## config.mk

```make
export PLATFORM = sky130hd
export DESIGN_NAME = sipo_receiver
export DESIGN_NICKNAME = d
export VERILOG_FILES = /design/src/rtl/sipo_rx_pkg.sv /design/src/rtl/sipo_hold_reg.sv /design/src/rtl/sipo_receiver.sv
export SDC_FILE = /design/constraint.sdc
export NUM_CORES = 1
export LEC_CHECK = 0
export CAP_MARGIN = 20
export CORE_UTILIZATION = 44
export CTS_BUF_LIST = sky130_fd_sc_hd__clkbuf_8
export CTS_CLUSTER_SIZE = 14
export DETAILED_ROUTE_END_ITERATION = 16
export GPL_ROUTABILITY_DRIVEN = 0
export PLACE_DENSITY = 0.76
export SYNTH_ARGS = -nofsm -noshare
export SYNTH_HDL_FRONTEND = slang
export SYNTH_SLANG_ARGS = --single-unit
```

## constraint.sdc

```tcl
create_clock -name clk -period 1.4 [get_ports clk]
set_clock_uncertainty 0.2 [all_clocks]
set_input_delay 0.21 -clock clk [delete_from_list [all_inputs] [get_ports clk]]
set_output_delay 0.21 -clock clk [all_outputs]
set_load 0.02 [all_outputs]
```

## src/rtl/sipo_rx_pkg.sv

```systemverilog
// sipo_rx_pkg: shared state encoding, default width and counter sizing for the SIPO receiver
package sipo_rx_pkg;

   typedef logic [1:0] sipo_state_t;

   localparam sipo_state_t IDLE   = 2'd0;
   localparam sipo_state_t SHIFT  = 2'd1;
   localparam sipo_state_t PARITY = 2'd2;

   localparam int SIPO_DEFAULT_WIDTH = 4;

   function automatic int sipo_cnt_width(input int width);
      return $clog2(width + 1);
   endfunction

endpackage

```

## src/rtl/sipo_hold_reg.sv

```systemverilog
// sipo_hold_reg: output holding register with valid/ready handshake and overrun detection
module sipo_hold_reg #(
   parameter int WIDTH = 4
) (
   input  logic             clk,
   input  logic             clr_n,
   input  logic             load,
   input  logic [WIDTH-1:0] load_data,
   input  logic             load_perr,
   input  logic             out_ready,
   output logic [WIDTH-1:0] data_out,
   output logic             out_valid,
   output logic             parity_err,
   output logic             overrun
);

   logic take;

   assign take = load & (~out_valid | out_ready);

   // accept a finished word when the slot is free or being drained, otherwise flag the drop
   always_ff @(posedge clk or negedge clr_n) begin
      if (!clr_n) begin
         data_out   <= '0;
         out_valid  <= 1'b0;
         parity_err <= 1'b0;
         overrun    <= 1'b0;
      end else begin
         overrun <= load & out_valid & ~out_ready;
         if (take) begin
            data_out   <= load_data;
            parity_err <= load_perr;
            out_valid  <= 1'b1;
         end else if (out_ready) begin
            out_valid <= 1'b0;
         end
      end
   end

endmodule

```

## src/rtl/sipo_receiver.sv

```systemverilog
// sipo_receiver: serial-in parallel-out word receiver, LSB first, sync framed; SIPO_PARITY_CHECK_EN adds an even-parity bit per frame
module sipo_receiver
   import sipo_rx_pkg::*;
#(
   parameter int WIDTH = SIPO_DEFAULT_WIDTH
) (
   input  logic             clk,
   input  logic             clr_n,
   input  logic             sh_ena,
   input  logic             sync,
   input  logic             data_in,
   input  logic             out_ready,
   output logic [WIDTH-1:0] data_out,
   output logic             out_valid,
   output logic             parity_err,
   output logic             overrun,
   output logic             frame_err,
   output logic             busy
);

   localparam int CW = sipo_cnt_width(WIDTH);

`ifdef SIPO_PARITY_CHECK_EN
   localparam sipo_state_t AFTER_DATA = PARITY;
`else
   localparam sipo_state_t AFTER_DATA = IDLE;
`endif

   sipo_state_t      state;
   logic [WIDTH-1:0] sr;
   logic [CW-1:0]    cnt;
   logic             last_data;
   logic             load;
   logic [WIDTH-1:0] load_data;
   logic             load_perr;

   assign last_data = sh_ena & ~sync & (state == SHIFT) & (cnt == CW'(WIDTH - 1));
   assign busy      = state != IDLE;

`ifdef SIPO_PARITY_CHECK_EN
   // the parity bit closes the frame; the word itself is already complete in sr
   assign load      = sh_ena & ~sync & (state == PARITY);
   assign load_data = sr;
   assign load_perr = ^sr ^ data_in;
`else
   // the last data bit closes the frame, so hand over the word with that bit merged in
   assign load      = last_data;
   assign load_data = {data_in, sr[WIDTH-1:1]};
   assign load_perr = 1'b0;
`endif

   // framing FSM and shift register; sync always restarts a word, even mid-frame
   always_ff @(posedge clk or negedge clr_n) begin
      if (!clr_n) begin
         state     <= IDLE;
         sr        <= '0;
         cnt       <= '0;
         frame_err <= 1'b0;
      end else begin
         frame_err <= sh_ena & sync & (state != IDLE);
         if (sh_ena & sync) begin
            state <= SHIFT;
            sr    <= {data_in, sr[WIDTH-1:1]};
            cnt   <= CW'(1);
         end else if (sh_ena & (state == SHIFT)) begin
            sr    <= {data_in, sr[WIDTH-1:1]};
            cnt   <= last_data ? '0 : cnt + 1'b1;
            state <= last_data ? AFTER_DATA : SHIFT;
         end else if (load) begin
            state <= IDLE;
         end
      end
   end

   sipo_hold_reg #(.WIDTH(WIDTH)) u_hold (
      .clk        (clk),
      .clr_n      (clr_n),
      .load       (load),
      .load_data  (load_data),
      .load_perr  (load_perr),
      .out_ready  (out_ready),
      .data_out   (data_out),
      .out_valid  (out_valid),
      .parity_err (parity_err),
      .overrun    (overrun)
   );

endmodule

```

Yosys cells after proc, flatten, opt, wreduce, memory -nomap -nowiden --
Cells that the tools add are included.
Storage, ports and cells: flip-flop bits (word level) 16, input port bits 6, output and inout port bits 9, word-level logic and storage cells 38
Cells by class: $add $sub $neg 1, equal/unequal tests 2, muxes and demuxes 11, bitwise gates (word level) 13, reduce and logical (&&, ||, !) cells 4
Operator list (count):
- $and A1 B1 Y1 | 9
- $mux W3 | 3
- $mux W4 | 2
- $mux W2 | 3
- $reduce_bool A2 Y1 | 3
- $add A3 B1 Y3 const B | 1
- $eq A3 B2 Y1 const B | 1
- $mux W1 | 3
- $not A1 Y1 | 3
- $reduce_bool A3 Y1 | 1
- $eq A2 B1 Y1 const B | 1
- $or A1 B1 Y1 | 1

Depth between registers and ports, before layout --
word-level depth 7, depth in mapped cells 4, depth with buffers taken out 4

Modules after synthesis --
Synthesis repeated with hierarchy kept, for this count alone.
Second synthesis, totals: cell total of the unflattened synthesis 48, area, all modules 636.9 um2
Modules (own cells, without submodules):
- sipo_receiver | instances 1, cells each 31, area each 350.3 um2, sequential area each 200.2 um2
- sipo_hold_reg | instances 1, cells each 17, area each 286.5 um2, sequential area each 175.2 um2

Least setup slack after synthesis --
No wires, ideal clock.
kind register to register, start point register cnt[0], end point register u_hold.data_out[0], library setup time 128 ps, arrival 1205 ps, data required time 1072 ps, path slack -133 ps, cell stages (with the launch flop) 5, path buffers 0, clock period less this slack 1533 ps, cell sequence dfrtp_1 -> ha_1 -> nor3b_4 -> nand4_2 -> mux2_1
On the way: longest elaborated chain between the ends 3
Ends and longest elaborated chain:
- from (decl) | RTL line sipo_receiver.sv:31 | logic [CW-1:0] cnt;
- from (signal assigned) | RTL line sipo_receiver.sv:67 | cnt <= last_data ? '0 : cnt + 1'b1;
- $eq A3 B2 Y1 | RTL line sipo_receiver.sv:37 | assign last_data = sh_ena & ~sync & (state == SHIFT) & (cnt == CW'(WIDTH - 1));
- $and A1 B1 Y1 | RTL line sipo_receiver.sv:37
- $and A1 B1 Y1 | RTL line sipo_hold_reg.sv:19 | assign take = load & (~out_valid | out_ready);
- to (signal assigned) | RTL line sipo_hold_reg.sv:31 | data_out <= load_data;
- to (decl) | RTL line sipo_hold_reg.sv:11 | output logic [WIDTH-1:0] data_out,
No other way between the ends. A chain may end at the register's enable or synchronous reset.

Worst setup path after layout --
start point register cnt[0], end point register u_hold.data_out[2]
The elaborated chain is that of the path after synthesis.

==> key figures <==
STA
  • Fin Hold WS: 0.0744 ns
  • Final hold vios: 0
  • Post-Route Setup TNS: -1.38 ns
  • Post-route setup slack: -0.199 ns
  • Final setup fails: 11
  • RSZ-0062 raised after global routing: true
  • Slew Viols, Final: 0
  • Max Fclk: 625 MHz
  • Period minus WS final: 1.60 ns
  • Period utilisation layout: 114%

Global routing
  • Gr ovfl total: 0
  • GR Layer Usage met2: 37.1%
  • Largest net degree at the start of global routing: 15
  • GRT Total Usage: 24.2%
  • Grt met1 use: 33.3%
  • First-pass GRT wire length: 2280 um
  • Busiest layer in global routing: met2
  • Initial antenna violation count: 0
  • Vias in the first global route: 445
  • Met3 GRT Util: 4.62%

Synth
  • Synthesis Warnings: 0
  • Post-synth EDFFs: 0
  • Yosys cell types: 23
  • Synth area leader: dfrtp_1
  • Top cell type's share of synthesized area: 59.4%
  • Top post-synthesis cells by area: dfrtp_1 59%, mux2_1 7.6%, mux2_2 5.7%
  • Dominant synthesized flop cell: dfrtp_1
  • Synth Register Bits: 14
  • Cell with the most instances after synthesis: dfrtp_1
  • Sequential share of the synthesized area: 59.4%
  • Mapped Avg Cell Area: 13.4 um^2
  • Synthesized instance count: 44
  • Synthesized area: 589 um^2
  • Synth cell count leaders: 14 x dfrtp_1, 4 x mux2_1, 3 x mux2_2
  • Syn_nets: 51
  • Async SR Flop Fraction: 100%

Layout
  • Layout cells sized above 1: 29.4%
  • Fin area: 873 um^2
  • ANT cells: 0
  • Nets: 76
  • P&R area growth vs syn: 48.2%

Route
  • Vias: 479
  • Routed Antenna Nets: 0
  • Detailed Routing Iterations Pass 1: 4
  • 1st-iter DRT viols: 14
  • Remaining routing DRC violations: 0
  • DR vias/cell: 5.84
  • Post-Route WL: 1430 um
  • Avg WL per Cell: 17.4 um

Clock network
  • CTS tree: built
  • Cts bufs inserted: 3
  • Worst skew pair latency: 0.24 ns
  • Root buf cell: clkbuf_8
  • CTS H-Tree Depth: 1
  • Clock transition at path regs: 0.06 ns
  • Sink Count: 14
  • Max Root-Sink Buffers: 2

Power
  • Sw frac: 32.6%
  • Sequential power share: 40.3%
  • Max VDD drop: 0.000866 V
  • Pwr/cell area: 1630 mW/mm^2
  • PnR Total Power: 1.43 mW
  • Switching power: 0.465 mW
  • Pint: 0.961 mW
  • Clock Power Share: 23.3%
  • Combinational cell fraction of total power: 36.5%
  • Lkg Pwr: 0.435 nW

Critical path
  • Worst path max stage delay: 0.36 ns
  • Crit path arrival time: 1.52 ns
  • CP startpoint kind: register
  • Critical setup path kind: register to register
  • Slowest cell on the critical path: dfrtp_1
  • Worst-path cell chain: ha_1 > nor3b_4 > nand4_4 > mux2_1
  • Crit. End Element: register
  • Critical Path RT: 1.32 ns
  • Crit-path max FO: 4

Die
  • Ports: 15
  • Die Span X: 38.6 um
  • Core Footprint: 0.00117 mm^2
  • Die area: 0.00149 mm^2
  • Starting density of the core: 50.3%
  • Die Y: 38.6 um
  • FP Rows: 12

Placement
  • Area after DPL: 812 um^2
  • PortBufs: 13
  • DP Wirelength: 931 um

Run status
  • Status: finished, violations left
  • Failing checks: negative setup slack

Hold path
  • Hold Crit Class: input pin to asynchronous set/reset pin

Job
  • Max cap viols: 0
[power groups by stage]
stage / logic (mW) / clock network [mW] / registers, mW
after CTS: 0.498 / 0.334 / 0.573
after detailed placement: 0.518 / 0 / 0.581
after global placement: 0.497 / 0 / 0.572
after global routing: 0.548 / 0.353 / 0.585
after floorplan: 0.185 / 0 / 0.657
final: 0.520 / 0.332 / 0.575
[what timing repair did]
action / CTS / global route
pin swaps: 1 / 1
resized for setup: 14 / 1
cloned: 0 / 0
endpoints found under the setup margin: 19 / 12
hold buffers: 0 / 0
buffers inserted: 1 / 0
[worst max-delay path: cells and delay by family, from the launching register on]
family | cells | cell delay (ns)
simple gates | 2 | 0.38
mux | 1 | 0.35
fa+ha+maj | 1 | 0.18
flops | 1 | 0.36
[cells by family after synthesis]
family	after synthesis	synth area share (%)
buf+inv	4	3.61
mux	7	13.4
fa+ha+maj	1	2.12
compound gates	7	8.92
simple gates	10	11.9
other cells	1	0.636
flops	14	59.4
[routing by layer]
layer | wire length [um] | up-vias
met5 | 0 | -
met4 | 53 | 0
met3 | 88 | 10
li1 | - | 201
met1 | 573 | 233
met2 | 715 | 35
[flip-flops by register name (all words and copies together) (netlist names)]
signal            flops
u_hold.out_valid      1
state                 1
u_hold.overrun        1
u_hold.data_out       4
sr                    3
cnt                   3
frame_err             1
[final timing paths]
check                                                     from                              to  slack [ns]  cells past startpoint
worst max register to register              cnt[0]$_DFFE_PN0P_  u_hold.data_out[2]$_DFFE_PN0P_       -0.20                      4
min in group clk                u_hold.data_out[3]$_DFFE_PN0P_  u_hold.data_out[3]$_DFFE_PN0P_        0.29                      1
max in group asynchronous                                clr_n            state[0]$_DFFE_PN0P_        0.75                      2
worst max-delay path                        cnt[0]$_DFFE_PN0P_  u_hold.data_out[2]$_DFFE_PN0P_       -0.20                      4
worst min register to register  u_hold.data_out[3]$_DFFE_PN0P_  u_hold.data_out[3]$_DFFE_PN0P_        0.29                      1
worst min-delay path                                     clr_n             frame_err$_DFF_PN0_        0.07                      2
[cells in the final DEF (no fill, tap or decap), types with 2 or more instances in the layout]
cell,synthesis,routed
clkdlybuf4s50_1,0,3
mux2_4,0,3
clkbuf_8,0,3
nand2_1,2,2
dfrtp_1,14,13
mux2_1,4,4
inv_1,1,2
dlygate4sd2_1,0,9
nand3_1,2,2
buf_4,1,9
[through the flow]
stage,setup slack (ns),utilization (%),std cells
floorplan,-0.117,-,44
global placement,-0.345,69.3,77
detailed placement,-0.401,69.3,77
CTS,-0.203,74.5,82
global route,-0.256,74.6,82
finish,-0.199,74.6,82
[cell type report]
cell class / instances / area, um^2
well taps: 14 / 17.5
repair buffers: 23 / 206
inverters: 1 / 3.75
clock buffers: 3 / 41.3
fillers: 74 / 298
multi-input cells: 26 / 249
flip-flops and latches: 14 / 352
clock inverters: 1 / 3.75
Note: power is estimated with default switching activity, not from simulation.
